===== src/rtl/muldiv_pkg.sv =====
// Shared definitions for the HI/LO multiply/divide engine.
// Provides op encodings, FSM state codes, the iteration count and a small
// op-classification helper used by the top module.
package muldiv_pkg;

  localparam int ITER_CNT = 32;

  localparam logic [2:0] OP_MULT  = 3'b000;
  localparam logic [2:0] OP_MULTU = 3'b001;
  localparam logic [2:0] OP_DIV   = 3'b010;
  localparam logic [2:0] OP_DIVU  = 3'b011;
  localparam logic [2:0] OP_MTHI  = 3'b100;
  localparam logic [2:0] OP_MTLO  = 3'b101;

  // FSM state codes (IDLE/CALC/FIX)
  localparam logic [1:0] ST_IDLE = 2'd0;
  localparam logic [1:0] ST_CALC = 2'd1;
  localparam logic [1:0] ST_FIX  = 2'd2;

  // MULT/MULTU/DIV/DIVU all have op[2]=0
  function automatic logic is_muldiv(input logic [2:0] op);
    return (op[2] == 1'b0);
  endfunction

endpackage


===== src/rtl/hilo_muldiv_unit_if.sv =====
// Execute-stage bus between the pipeline and the HI/LO mul/div engine.
//   master (pipeline): drives start/op/opA/opB/flush, observes results.
//   slave  (engine)  : consumes commands, drives busy/done/div_zero/hi/lo.
interface hilo_muldiv_unit_if #(parameter int WIDTH = 32);
  logic             start;
  logic [2:0]       op;
  logic [WIDTH-1:0] opA;
  logic [WIDTH-1:0] opB;
  logic             flush;
  logic             busy;
  logic             done;
  logic             div_zero;
  logic [WIDTH-1:0] hi;
  logic [WIDTH-1:0] lo;

  modport master (output start, op, opA, opB, flush,
                  input  busy, done, div_zero, hi, lo);
  modport slave  (input  start, op, opA, opB, flush,
                  output busy, done, div_zero, hi, lo);
endinterface


===== src/rtl/muldiv_step.sv =====
// One combinational iteration of the mul/div sequence.
//   div_mode : 0 = shift-add multiply, 1 = restoring divide
//   acc      : 2*WIDTH accumulator ({hi_part, lo_part})
//   operand  : multiplicand magnitude (mul) or divisor magnitude (div)
//   acc_nxt  : accumulator after this iteration
module muldiv_step #(
  parameter int WIDTH = 32
) (
  input  logic               div_mode,
  input  logic [2*WIDTH-1:0] acc,
  input  logic [WIDTH-1:0]   operand,
  output logic [2*WIDTH-1:0] acc_nxt
);

  logic [WIDTH:0]   sum;     // upper half + multiplicand, carry kept
  logic [WIDTH:0]   rem_sh;  // remainder shifted left, may need WIDTH+1 bits
  logic [WIDTH-1:0] diff;
  logic             borrow;

  always_comb begin
    sum    = {1'b0, acc[2*WIDTH-1:WIDTH]} + {1'b0, operand};
    rem_sh = acc[2*WIDTH-1:WIDTH-1];
    borrow = (rem_sh < {1'b0, operand});
    // When no borrow the true difference is below the divisor, so the low
    // WIDTH bits of a modular subtract are exact.
    diff   = rem_sh[WIDTH-1:0] - operand;
    if (div_mode)
      acc_nxt = {(borrow ? rem_sh[WIDTH-1:0] : diff), acc[WIDTH-2:0], ~borrow};
    else if (acc[0])
      acc_nxt = {sum, acc[WIDTH-1:1]};
    else
      acc_nxt = {1'b0, acc[2*WIDTH-1:1]};
  end

endmodule


===== src/rtl/hilo_muldiv_unit.sv =====
// Multi-cycle multiply/divide engine owning the architectural HI/LO registers.
// Ports:
//   clk, rst_n : clock, asynchronous active-low reset
//   bus        : slave side of hilo_muldiv_unit_if (command in, HI/LO out)
// Mul/div run 32 iterations on magnitudes, then a FIX cycle applies signs and
// commits. Divide-by-zero skips straight to FIX. MTHI/MTLO write in IDLE.
module hilo_muldiv_unit
  import muldiv_pkg::*;
#(
  parameter int WIDTH = 32
) (
  input  logic                 clk,
  input  logic                 rst_n,
  hilo_muldiv_unit_if.slave    bus
);

  localparam int CW = $clog2(ITER_CNT);

  logic [1:0]         state;
  logic [CW-1:0]      cnt;
  logic [2*WIDTH-1:0] acc;
  logic [WIDTH-1:0]   mcand;     // multiplicand or divisor magnitude
  logic               is_div;
  logic               neg_q;     // signA ^ signB: negate product / quotient
  logic               neg_r;     // signA: negate remainder
  logic               dz_pend;   // current op is a divide by zero
  logic [2*WIDTH-1:0] acc_nxt;

  logic               sgn_op, sa, sb;
  logic [WIDTH-1:0]   mag_a, mag_b;
  logic [2*WIDTH-1:0] prod_fix;
  logic [WIDTH-1:0]   q_fix, r_fix;

  always_comb begin
    sgn_op   = (bus.op == OP_MULT) || (bus.op == OP_DIV);
    sa       = sgn_op & bus.opA[WIDTH-1];
    sb       = sgn_op & bus.opB[WIDTH-1];
    // Unsigned WIDTH-bit magnitude: |most negative| is exact here.
    mag_a    = sa ? -bus.opA : bus.opA;
    mag_b    = sb ? -bus.opB : bus.opB;
    prod_fix = neg_q ? -acc : acc;
    q_fix    = neg_q ? -acc[WIDTH-1:0] : acc[WIDTH-1:0];
    r_fix    = neg_r ? -acc[2*WIDTH-1:WIDTH] : acc[2*WIDTH-1:WIDTH];
  end

  muldiv_step #(.WIDTH(WIDTH)) u_step (
    .div_mode (is_div),
    .acc      (acc),
    .operand  (mcand),
    .acc_nxt  (acc_nxt)
  );

  assign bus.busy = (state != ST_IDLE);

  always_ff @(posedge clk or negedge rst_n) begin
    if (!rst_n) begin
      state        <= ST_IDLE;
      cnt          <= '0;
      acc          <= '0;
      mcand        <= '0;
      is_div       <= 1'b0;
      neg_q        <= 1'b0;
      neg_r        <= 1'b0;
      dz_pend      <= 1'b0;
      bus.hi       <= '0;
      bus.lo       <= '0;
      bus.done     <= 1'b0;
      bus.div_zero <= 1'b0;
    end else begin
      bus.done <= 1'b0;
      case (state)
        ST_IDLE: begin
          // start beats a same-cycle flush: the flush targets an older op
          if (bus.start) begin
            if (is_muldiv(bus.op)) begin
              bus.div_zero <= 1'b0;
              is_div       <= bus.op[1];
              neg_q        <= sa ^ sb;
              neg_r        <= sa;
              cnt          <= CW'(ITER_CNT - 1);
              if (bus.op[1] && bus.opB == '0) begin
                // FIX commits acc verbatim with signs suppressed
                acc     <= {bus.opA, {WIDTH{1'b1}}};
                neg_q   <= 1'b0;
                neg_r   <= 1'b0;
                dz_pend <= 1'b1;
                state   <= ST_FIX;
              end else begin
                acc     <= bus.op[1] ? {{WIDTH{1'b0}}, mag_a} : {{WIDTH{1'b0}}, mag_b};
                mcand   <= bus.op[1] ? mag_b : mag_a;
                dz_pend <= 1'b0;
                state   <= ST_CALC;
              end
            end else if (bus.op == OP_MTHI) begin
              bus.hi <= bus.opA;
            end else if (bus.op == OP_MTLO) begin
              bus.lo <= bus.opA;
            end
          end
        end
        ST_CALC: begin
          if (bus.flush) begin
            state <= ST_IDLE;
          end else begin
            acc <= acc_nxt;
            if (cnt == '0) state <= ST_FIX;
            else           cnt   <= cnt - 1'b1;
          end
        end
        ST_FIX: begin
          state <= ST_IDLE;
          if (!bus.flush) begin
            if (is_div) begin
              bus.hi <= r_fix;
              bus.lo <= q_fix;
            end else begin
              {bus.hi, bus.lo} <= prod_fix;
            end
            bus.done <= 1'b1;
            if (dz_pend) bus.div_zero <= 1'b1;
          end
        end
        default: state <= ST_IDLE;
      endcase
    end
  end

endmodule

===== src/flat_wrapper.sv =====
// flat-port wrapper written by rule: the top's interface ports become plain ports
module hilo_muldiv_unit_flat import muldiv_pkg::*;
#(
  parameter int WIDTH = 32
)
  (clk, rst_n, bus_start, bus_op, bus_opA, bus_opB, bus_flush, bus_busy, bus_done, bus_div_zero, bus_hi, bus_lo);
  hilo_muldiv_unit_if #(.WIDTH(WIDTH)) bus_i ();
  input  logic clk;
  input  logic rst_n;
  input wire logic [$bits(bus_i.start)-1:0] bus_start;
  input wire logic [$bits(bus_i.op)-1:0] bus_op;
  input wire logic [$bits(bus_i.opA)-1:0] bus_opA;
  input wire logic [$bits(bus_i.opB)-1:0] bus_opB;
  input wire logic [$bits(bus_i.flush)-1:0] bus_flush;
  output wire logic [$bits(bus_i.busy)-1:0] bus_busy;
  output wire logic [$bits(bus_i.done)-1:0] bus_done;
  output wire logic [$bits(bus_i.div_zero)-1:0] bus_div_zero;
  output wire logic [$bits(bus_i.hi)-1:0] bus_hi;
  output wire logic [$bits(bus_i.lo)-1:0] bus_lo;
  assign bus_i.start = bus_start;
  assign bus_i.op = bus_op;
  assign bus_i.opA = bus_opA;
  assign bus_i.opB = bus_opB;
  assign bus_i.flush = bus_flush;
  assign bus_busy = bus_i.busy;
  assign bus_done = bus_i.done;
  assign bus_div_zero = bus_i.div_zero;
  assign bus_hi = bus_i.hi;
  assign bus_lo = bus_i.lo;
  hilo_muldiv_unit #(.WIDTH(WIDTH)) u_core (.clk(clk), .rst_n(rst_n), .bus(bus_i));
endmodule

===== config.mk =====
export PLATFORM = sky130hd
export DESIGN_NAME = hilo_muldiv_unit_flat
export DESIGN_NICKNAME = d
export VERILOG_FILES = /design/src/rtl/muldiv_pkg.sv /design/src/rtl/hilo_muldiv_unit_if.sv /design/src/rtl/muldiv_step.sv /design/src/rtl/hilo_muldiv_unit.sv /design/src/flat_wrapper.sv
export SDC_FILE = /design/constraint.sdc
export NUM_CORES = 1
export LEC_CHECK = 0
export CAP_MARGIN = 10
export CORE_UTILIZATION = 60
export CTS_CLUSTER_SIZE = 24
export DETAILED_ROUTE_END_ITERATION = 8
export PLACE_DENSITY_LB_ADDON = 0.12
export RECOVER_POWER = 50
export SLEW_MARGIN = 20
export SYNTH_ARGS = -nofsm -noshare
export SYNTH_HDL_FRONTEND = slang
export SYNTH_HIERARCHICAL = 1
export SYNTH_SLANG_ARGS = --single-unit

===== constraint.sdc =====
create_clock -name clk -period 7.5 [get_ports clk]
set_input_delay 1.5 -clock clk [delete_from_list [all_inputs] [get_ports clk]]
set_output_delay 1.5 -clock clk [all_outputs]
set_load 0.02 [all_outputs]

After elaboration in Yosys (flattened, before gate mapping)
Index checks and enable logic that the tools add are counted.
{ "word_totals": {"ff_bits": 173, "latch_bits": 0, "ramBits": 0, "mem_bits_ro": 0, "input_bits": 71, "output_inout_bits": 67, "elab_cells": 109, "n_memories": 0} }
{ "op_classes": {"add_sub_neg": 8, "n_mul": 0, "n_div": 0, "magnitude_cmp": 1, "eq_ne": 16, "n_shift": 0, "n_mux": 49, "n_bitwise": 6, "reduce_logical": 17} }
{ "ops": {"columns": ["operator", "count"], "rows": [
  ["2-to-1 mux 32 bit", 18],
  ["2-to-1 mux 64 bit", 7],
  ["negation 32 bit", 4],
  ["one-hot mux 32 bit (2 select lines)", 2],
  ["one-hot mux 64 bit (2 select lines)", 1],
  ["negation 64 bit", 1],
  ["adder 32 x 32 -> 33 bit", 1],
  ["< comparator 33 x 32 -> 1 bit", 1],
  ["zero test 32 bit", 1],
  ["subtractor 32 bit", 1],
  ["2-to-1 mux 5 bit", 4],
  ["AND reduction 5 bit", 3],
  ["inequality test 2 bit, second input constant", 7],
  ["2-to-1 mux 2 bit", 5],
  ["one-hot mux 5 bit (2 select lines)", 1],
  ["2-to-1 mux 1 bit", 9],
  ["AND reduction 4 bit", 2],
  ["== test 3 bit, second input constant", 2],
  ["inequality test 2 x 1 -> 1 bit, second input constant", 3],
  ["AND reduction 3 bit", 2],
  ["AND reduction 6 bit", 1],
  ["nonzero test 2 bit", 3],
  ["zero test 5 bit", 1],
  ["subtractor 5 x 1 -> 5 bit, second input constant", 1],
  ["other kinds (13)", 16]
]} }

Depth between registers and ports, before layout
Gate-level depths: netlist (run 1).
{ "logic_depth": {"word_depth": 9, "ltp_mapped": 15, "mapped_depth_nobuf": 14} }

Hierarchy
Netlist (run 1), hierarchy kept.
{ "by_module_without_submodules": {"columns": ["module", "n_inst", "cells_each", "area_each_um2", "seq_area_each_um2"], "rows": [
  ["hilo_muldiv_unit", 1, 1325, 11069.4, 4329.2],
  ["muldiv_step", 1, 717, 4847.1, 0.0]
]} }

Worst setup path before layout (run 1)
OpenSTA, ideal clock, no wires.
{ "synth_timing": {"path_type": "input port to flip-flop", "startpoint": "input bus_opB[16]", "endpoint": "register u_core.acc[26]", "setup_time_ps": 104, "arrival_ps": 3898, "required_time_ps": 7396, "slack_ps": 3498, "cell_stages": 8, "path_cell_list": "or4_4 or4_1 buf_2 or4_4 buf_6 o31ai_1 xor2_1 a221oi_1"} }
{ "synth_between": {"elab_chain_cells": 7, "elab_cells_between_ends": 9, "classes_between": "add/sub (1); mux (6); reduce/logical (2)"} }
{ "synth_rtl": {"columns": ["item", "line_no", "rtl"], "rows": [
  ["from (decl)", "flat_wrapper.sv:13", "input wire logic [$bits(bus_i.opB)-1:0] bus_opB;"],
  ["negation 32 bit", "hilo_muldiv_unit.sv:40", "mag_b = sb ? -bus.opB : bus.opB;"],
  ["2-to-1 mux 32 bit", "hilo_muldiv_unit.sv:40", null],
  ["2-to-1 mux 32 bit", "hilo_muldiv_unit.sv:89", "acc <= bus.op[1] ? {{WIDTH{1'b0}}, mag_a} : {{WIDTH{1'b0}}, mag_b};"],
  ["2-to-1 mux 64 bit *", "hilo_muldiv_unit.sv:81", "if (bus.op[1] && bus.opB == '0) begin"],
  ["2-to-1 mux 64 bit *", "hilo_muldiv_unit.sv:75", "if (is_muldiv(bus.op)) begin"],
  ["2-to-1 mux 64 bit *", "hilo_muldiv_unit.sv:74", "if (bus.start) begin"],
  ["one-hot mux 64 bit (2 select lines) *", "hilo_muldiv_unit.sv:71", "case (state)"],
  ["to (signal assigned)", "hilo_muldiv_unit.sv:83", "acc <= {bus.opA, {WIDTH{1'b1}}};"],
  ["to (signal assigned)", "hilo_muldiv_unit.sv:89", null],
  ["to (signal assigned)", "hilo_muldiv_unit.sv:105", "acc <= acc_nxt;"],
  ["to (decl)", "hilo_muldiv_unit.sv:21", "logic [2*WIDTH-1:0] acc;"]
]} }
Mark *: on every way between the ends. The rest lies on a longest branch, timed or not. The select of a mux whose other input is x is not followed.
A chain may end at the register's enable or synchronous reset.

Worst setup path after layout (run 1)
{ "layout_timing": {"startpoint": "input bus_opB[16]", "endpoint": "register u_core.mcand[30]"} }
{ "layout_between": {"elab_chain_cells": 4, "elab_cells_between_ends": 7, "classes_between": "add/sub (1); mux (2); bitwise (1); reduce/logical (3)"} }
{ "layout_rtl": {"columns": ["item", "line_no", "rtl"], "rows": [
  ["parallel branches: the longest is 4 deep, another holds negation 32 bit", null, null],
  ["to (signal assigned)", "hilo_muldiv_unit.sv:90", "mcand <= bus.op[1] ? mag_b : mag_a;"],
  ["to (decl)", "hilo_muldiv_unit.sv:22", "logic [WIDTH-1:0] mcand;"]
]} }
Parallel ways; which one is timed is not known.

==> out/summary.md, run 1 <==
The boundary pin count was 138; the clock period minus worst slack was 4.697 ns. The slew at the pin closest to its max-slew limit is 1.054 ns. The worst setup path is of the input pin to flip-flop kind.

By count the netlist is led by sky130_fd_sc_hd__nand2_1, sky130_fd_sc_hd__nor2_1, sky130_fd_sc_hd__dfrtp_1. The tools report the starting density of the core as 61.08%. The total power consumption of the routed design came out at 5300 µW. The leading cell type by number of instances after synthesis is sky130_fd_sc_hd__nand2_1. Number of buffers on the longest clock path: 2.

The start point of the critical path is bus_opB[16]. The synthesis-stage register bit count was 173; the DRC violation count after routing was 0. For the worst-skew pair, the clock arrives at the later sink with an insertion delay of 0.45 ns. For the worst flop-to-flop path, the logic depth is 13.

The sequential fraction of the synthesis area came out at 27.20%. The cell sitting at the root of the clock tree is a sky130_fd_sc_hd__clkbuf_16. The run gives 2,233 as the final net count. The tools report the worst vdd rail ir drop as 0.1634 mV. The fraction of layout instances using a drive strength above 1 was 6.372%. In this run the cell area of the synthesized design comes to 0.01592 mm². The proportion of register bits with asynchronous set or reset after synthesis was 100.0%; the depth of the CTS H-tree was 4. The logs give 15,110 for the via count of the first global-routing pass and 0 for the number of buffers inserted by hold repair at cts. The first routing iteration left 2,546 violations. The count of cells resized by post-cts repair came out at 0. Measured along the x axis, the die boundary spans 164.9 µm. Yosys printed 6 warnings. After global routing the overflow that remains totals 0.

Clock-pin slew was measured on the worst setup and hold paths at 0.07 ns. The repair_antennas step left the layout with diodes totalling 0. The logs give 23,920 µm for the wire length on met1 and 2,042 for the number of instances in the synthesized netlist.

In this run the worst setup path terminates at u_core/mcand[30]. The tools report the buffer count from post-CTS setup fixing as 0. After layout, the worst setup slack is 2.803 ns. The top achievable clock speed is 0.2129 GHz.

After detailed routing, the average wire length per cell comes to 24.71 µm. In this run the critical register-to-register path is captured at u_core/acc[38]. The logs give 7341 µm for the detailed route wirelength on metal3 and 0 for the number of max-capacitance violations reported.

The flow ran to the end, and the final reports show no timing, DRC or antenna violations. Reg-to-reg setup timing slack: 3.31 ns. Startpoint class of the critical path: an input pin. Summing over every cut layer, the via total after detailed routing is 17,040. After floorplanning, the core was sized to cover 0.02606 mm². Power spread over the standard cell area amounts to 295.7 mW/mm². Dividing the detail-routed via count by the number of cells gives 6.990. The average cell area after synthesis was 7.795 µm²; the number of buffers created by CTS was 17.

The detail route stage leaves a number of antenna-violating nets equal to 0. For this run, the leading register cell type out of synthesis is sky130_fd_sc_hd__dfrtp_1. The number of flops mapped to enable cells by yosys is 0.

Prior to clock tree synthesis, the placed netlist has a worst setup slack of 2.413 ns. The logs give 44.13% for the total routing usage reported by global routing and 0 for the setup-violating endpoint count in the final report. Headroom to the max-slew limit came out at 29.47%. The launching point of the worst reg2reg path is u_core/acc[37]. The logs give 0.01777 ns for the worst clock skew and 0 for the number of antenna violations at the first check in global routing. The run gives 90 as the number of distinct library cells after synthesis. For the global placement routability congestion, the log shows 1.072. The final worst-path cycle share was 62.63%. For the synthesized netlist net count, the log shows 2,185. Yosys attributes the largest share of cell area to sky130_fd_sc_hd__dfrtp_1, sky130_fd_sc_hd__ha_1, sky130_fd_sc_hd__nand2_1, sky130_fd_sc_hd__a21oi_1, sky130_fd_sc_hd__xnor2_1.

Setup repair after global routing left no endpoint under its margin. The die covers 0.02718 mm². For the data arrival at the endpoint of the critical path, the log shows 5.03 ns. The final-report hold violation count was 0.

The number of placement rows came out at 59. The total of buffers placed on input and output ports is 137. For the detailed-router iteration count before antenna repair, the log shows 6. Clock tree synthesis found a total of 173 sinks. The run gives 0.007450 µW as the leakage dissipation. Once detailed placement completed, the half-perimeter wirelength came to 45,970 µm. TritonCTS built the clock tree. The critical path required time was 7.83 ns; the length of routed met2 wiring was 24,950 µm.

The element type at the critical path end is a flip-flop. Summed over its instances, the top area cell type makes up 27.20% of the synthesized netlist area. The tools report the final max-slew violation count as 0.

The highest layer touched by signal routing is met4. Worst min-delay path category: flip-flop to flip-flop. The floorplan step set the die height to 164.9 µm. The final sum of negative setup slack was 0 ns; the largest fanout on the critical path was 21. The first global-routing pass estimated 89,490 µm of wire. The maximum number of pins on one net before global-route repair is 102. The tools report the total routed wirelength as 60,250 µm. Summed over all instances, the cell type with the most area after synthesis is sky130_fd_sc_hd__dfrtp_1.

The area growth from synthesis to layout is 12.59%.
[power breakdown]
part / total (µW) / switching (µW) / internal (µW)
combinational: 2830 / 1700 / 1130
sequential: 1570 / 413 / 1160
clock: 897 / 443 / 454
total: 5300 / 2560 / 2740
[sequential cells by signal (all words and copies together), names as in the netlist]
signal,count
u_core/acc,64
u_core/bus.hi,32
u_core/bus.lo,32
u_core/mcand,32
u_core/cnt,5
u_core/state,2
u_core/bus.div_zero,1
u_core/bus.done,1
u_core/dz_pend,1
u_core/is_div,1
u_core/neg_q,1
u_core/neg_r,1
[layout make-up]
class / count / area [µm²]
Multi-Input combinational cell: 1676 / 10820
Fill cell: 2234 / 8138
Sequential cell: 173 / 4330
Timing Repair Buffer: 155 / 1508
Clock buffer: 18 / 439.2
Tap cell: 335 / 419.2
Inverter: 67 / 251.5
Clock inverter: 14 / 152.6
[cell usage in the layout, fill, tap and decap left out, types with 17 or more instances in the layout]
cell,instances
sky130_fd_sc_hd__o31ai_1,36
sky130_fd_sc_hd__a22oi_1,33
sky130_fd_sc_hd__a221oi_1,25
sky130_fd_sc_hd__mux2_2,37
sky130_fd_sc_hd__nand2_1,230
sky130_fd_sc_hd__dfrtp_1,172
sky130_fd_sc_hd__ha_1,70
sky130_fd_sc_hd__mux2i_1,33
sky130_fd_sc_hd__nor2_1,179
sky130_fd_sc_hd__a21oi_1,152
sky130_fd_sc_hd__o41ai_1,17
sky130_fd_sc_hd__a31oi_1,22
sky130_fd_sc_hd__o21ai_1,38
sky130_fd_sc_hd__or3_1,40
sky130_fd_sc_hd__inv_1,65
sky130_fd_sc_hd__nand4_1,20
sky130_fd_sc_hd__buf_4,18
sky130_fd_sc_hd__clkbuf_16,17
sky130_fd_sc_hd__nor3_1,63
sky130_fd_sc_hd__clkdlybuf4s50_1,81
sky130_fd_sc_hd__a21o_1,38
sky130_fd_sc_hd__o221ai_1,20
sky130_fd_sc_hd__dlygate4sd3_1,55
sky130_fd_sc_hd__nand2b_1,17
sky130_fd_sc_hd__o21ai_0,141
sky130_fd_sc_hd__a211oi_1,31
sky130_fd_sc_hd__xnor2_1,85
sky130_fd_sc_hd__xor2_1,82
sky130_fd_sc_hd__nor2b_1,24
sky130_fd_sc_hd__nand3_1,31
[how the worst min path moves through the flow]
stage | to | slack (ns) | cells past startpoint | startpoint
6_report | u_core/bus.lo[21] | 0.48 | 2 | u_core/bus.lo[21]
2_1_floorplan | u_core/dz_pend | 0.45 | 2 | u_core/dz_pend
3_3_place_gp | u_core/bus.lo[0] | 0.46 | 1 | u_core/bus.lo[0]
3_5_place_dp | u_core/bus.lo[0] | 0.47 | 1 | u_core/bus.lo[0]
4_1_cts | u_core/bus.lo[21] | 0.49 | 2 | u_core/bus.lo[21]
5_1_grt | u_core/bus.lo[19] | 0.50 | 2 | u_core/bus.lo[19]
[through the flow]
step	std cells	instance area [µm²]	util, %	hold slack, ns
after floorplan	2042	15920	-	0.4502
after global placement	2406	17330	66.50	0.4621
after detailed placement	2406	17330	66.50	0.4657
after CTS	2438	17920	68.77	0.4854
after global routing	2438	17920	68.77	0.5029
final	2438	17920	68.77	0.4816
[metal layers]
metal / vias up / track usage [%]
met1: 8091 / 59.88
met5: - / 0
met3: 218 / 10.20
li1: 7566 / -
met4: 0 / 25.52
met2: 1166 / 64.00
[critical path: stages]
cell	delay, ns
sky130_fd_sc_hd__clkdlybuf4s50_1	0.49
sky130_fd_sc_hd__or4_4	0.59
sky130_fd_sc_hd__or4_1	0.60
sky130_fd_sc_hd__or3_1	0.53
sky130_fd_sc_hd__and2_1	0.45
sky130_fd_sc_hd__nand2_1	0.50
sky130_fd_sc_hd__nor2_1	0.10
sky130_fd_sc_hd__a221o_1	0.27
[cell families after synthesis]
logic type / synth area share (%)
AND/OR/NAND/NOR: 21.18
AO/OA/AOI/OAI: 26.95
buffers and inverters: 4.945
flip-flops: 27.20
XOR/XNOR: 9.190
adder cells (fa/ha/maj): 5.754
multiplexers: 4.787
Power figures use the tool's default switching activity.
==> run 2, diff against run 1 <==
--- a/config.mk
+++ b/config.mk
@@ -6,7 +6,7 @@
 export NUM_CORES = 1
 export LEC_CHECK = 0
 export CAP_MARGIN = 10
-export CORE_UTILIZATION = 60
+export CORE_UTILIZATION = 54
 export CTS_CLUSTER_SIZE = 24
 export DETAILED_ROUTE_END_ITERATION = 8
 export PLACE_DENSITY_LB_ADDON = 0.12
==> constraint.sdc (replaced) <==
create_clock -name clk -period 4 [get_ports clk]
set_input_delay 0.8 -clock clk [delete_from_list [all_inputs] [get_ports clk]]
set_output_delay 0.8 -clock clk [all_outputs]
set_load 0.02 [all_outputs]
==> run 2 against run 1 <==
The run now ends with capacitance limit, slew limit left. Largest cell class unchanged. Power rose by 91%. Die area rose by 11%. Final area rose by 4.0%. Register-to-register slack got worse by 3.0 ns. Sequential share of layout area fell by 0.92 points. Setup slack got worse by 2.5 ns. Non-clock buffer count rose by 82. Cell count rose by 5.4%. Sequential cell count did not move. Clock skew fell by 0.0067 ns. Wire length rose by 4.4%.
==> out/summary.md, run 2 (synthesis results as in run 1) <==
Relative to the synthesized area, the layout overhead comes to 17.12%. The startpoint identified for the worst hold timing path is u_core/bus.lo[2]. For the setup-violating endpoint count in the final report, the log shows 0. For this run, the post-layout net count is 2,315.

Launching point of the worst reg2reg path: u_core/acc[32]. For the worst-skew pair, the clock arrives at the later sink with an insertion delay of 0.45 ns. The logs give 4.32 ns for the critical path required time and 0.3208 ns for the final worst-path setup slack. The worst setup path is captured at a flip-flop.

Across the VDD grid, the largest voltage drop is 0.3689 mV. Buffers inserted during clock tree synthesis total 17. The die boundary height was 173.7 µm; the setup slack at placement was 0.1061 ns. After clock tree synthesis, the clock-pin slew on the worst setup and hold paths is 0.06 ns. The tools report the overflow left after global routing as 0. Global-route wire length before repair: 95,670 µm. 138 I/O pins were placed.

The clock sink total was 173; the area of the die was 0.03016 mm². Timing would allow up to 0.2718 GHz. Fill cells in the final layout number 2,609. Buffers inserted to repair hold after CTS numbered 0. The final-report hold violation count came out at 0. The routed layout has 17,090 vias. The tools report the count of routing violations after the opening detailed-route iteration as 1,982. After clock tree synthesis, the setup repair step added 0 buffers. In the final layout, the share of cells above drive strength 1 is 9.657%. At the end of routability-driven placement, the weighted congestion stood at 1.059. The tools report the startpoint class of the critical path as a flip-flop.

The placeable core area was 0.02886 mm²; the depth of the CTS H-tree was 4. The number of placement rows is 62. The logs give 0 ns for the final sum of negative setup slack and 2 for the number of buffers on the longest clock path.

For this run, design rule violations remaining after detail routing come to 0. TritonCTS built the clock tree. At the pin with the least slew margin, the transition time is 2.044 ns. More flip-flops sit in one register than any other, and that register is u_core/acc.

Data arrives at the worst endpoint at 4.00 ns. Entering global routing, the biggest net connects 69 pins. The floorplan die width is 173.7 µm.

The initial utilization of the core area, before any placement, comes to 55.16%. The final reports fail on capacitance limit, slew limit. The run finished, with violations left. The register with the most flip-flops in the layout has 64 of them. Along the worst path, the maximum fanout reaches 9.

The library cell used most frequently in the layout, excluding fill and tap cells, is sky130_fd_sc_hd__nand2_1. The total of buffers placed on input and output ports was 137; the placed wire-length estimate after detailed placement was 48,730 µm. For this design the ratio of total power to cell area is 543.1 mW/mm². The most critical setup path has its startpoint at u_core/acc[32]. The final critical path takes up 91.98% of the cycle. In the layout the commonest cells are sky130_fd_sc_hd__nand2_1, sky130_fd_sc_hd__nor2_1, sky130_fd_sc_hd__dfrtp_1.

Clock root buffer: sky130_fd_sc_hd__clkbuf_16. In this run, post-CTS repair resized a total of 0 instances. For this run, the detailed router's first-pass iteration total came to 6. The worst path needs 3.679 ns of the cycle, external delays included. Registers take 0.004333 mm². The via count of the first global-routing pass was 15,760; the total routed wirelength was 62,880 µm. The relative max-transition margin was -36.25%; the leakage dissipation was 0.007829 µW.

Average routed wire per standard cell: 24.47 µm. The tools report the remaining antenna violation count as 0. In this run the worst hold path is classified as flip-flop to flip-flop. The area of the multi-input gates came out at 0.01082 mm².

Across the routed clock network, the largest skew measured is 0.01105 ns. The run gives 132 as the final max-slew violation count. The number of antenna violations at the first check in global routing was 1; the detail-routed via count per cell was 6.651. The critical path is of the flip-flop to flip-flop type.

Setup repair after global routing left no endpoint under its margin. Across all hold checks on the routed design, the worst slack comes to 0.4747 ns. Global routing consumed, over all layers together, 41.69% of the routing resources. The run gives 2 as the number of max-capacitance violations reported.
==> run 2: critical path, cell delays in order (launching register included) <==
cell and delay (ns):
sky130_fd_sc_hd__dfrtp_1 0.38, sky130_fd_sc_hd__buf_4 0.22, sky130_fd_sc_hd__inv_1 0.08, sky130_fd_sc_hd__fa_1 0.43, sky130_fd_sc_hd__nor2b_1 0.22, sky130_fd_sc_hd__o2111ai_1 0.20, sky130_fd_sc_hd__a21oi_2 0.31, sky130_fd_sc_hd__o2111a_1 0.30
sky130_fd_sc_hd__a21oi_2 0.09, sky130_fd_sc_hd__o21a_2 0.25, sky130_fd_sc_hd__or3_1 0.39, sky130_fd_sc_hd__a31oi_1 0.26, sky130_fd_sc_hd__a221oi_1 0.14, sky130_fd_sc_hd__a22oi_1 0.21, sky130_fd_sc_hd__o21ai_1 0.08
==> run 2: final cells by class <==
class | instances | share of cell area (%)
clock inverters | 11 | 0.7115
well taps | 384 | 2.577
flip-flops and latches | 173 | 23.24
multi-input cells | 1676 | 58.03
inverters | 67 | 1.349
repair buffers | 237 | 11.55
diodes | 1 | 0.01342
clock buffers | 21 | 2.524
==> run 2: path summary, 6_finish.rpt <==
check | end | slack [ns] | cells after the start
worst max-delay path | u_core/acc[60] | 0.32 | 14
worst min-delay path | u_core/bus.lo[2] | 0.47 | 2
worst max register to register | u_core/acc[60] | 0.32 | 14
worst min register to register | u_core/bus.lo[2] | 0.47 | 2
max in group asynchronous | u_core/bus.lo[1] | 0.67 | 2
min in group asynchronous | u_core/acc[60] | 0.89 | 1
==> run 2: routing by layer <==
metal,GRT usage (%),vias up,share of wire (%)
met5,0,-,0
met4,21.16,0,5.9
met3,8.860,186,9.6
met2,65.03,987,45
met1,54.60,8184,40
li1,-,7736,-
==> run 2: power breakdown <==
group	switching, µW	internal (µW)
sequential	675	2170
clock	753	978
combinational	3270	2270
total	4700	5420
==> run 2: per-stage QoR <==
step                total power [µW]  cell area (µm²)  instances  util, %
detailed placement              8286            18070       2537    62.61
finish                         10120            18640       2570    64.60
floorplan                       6347            15920       2042        -
global placement                8193            18070       2537    62.61
CTS                            10030            18670       2569    64.70
global route                   10710            18640       2569    64.59
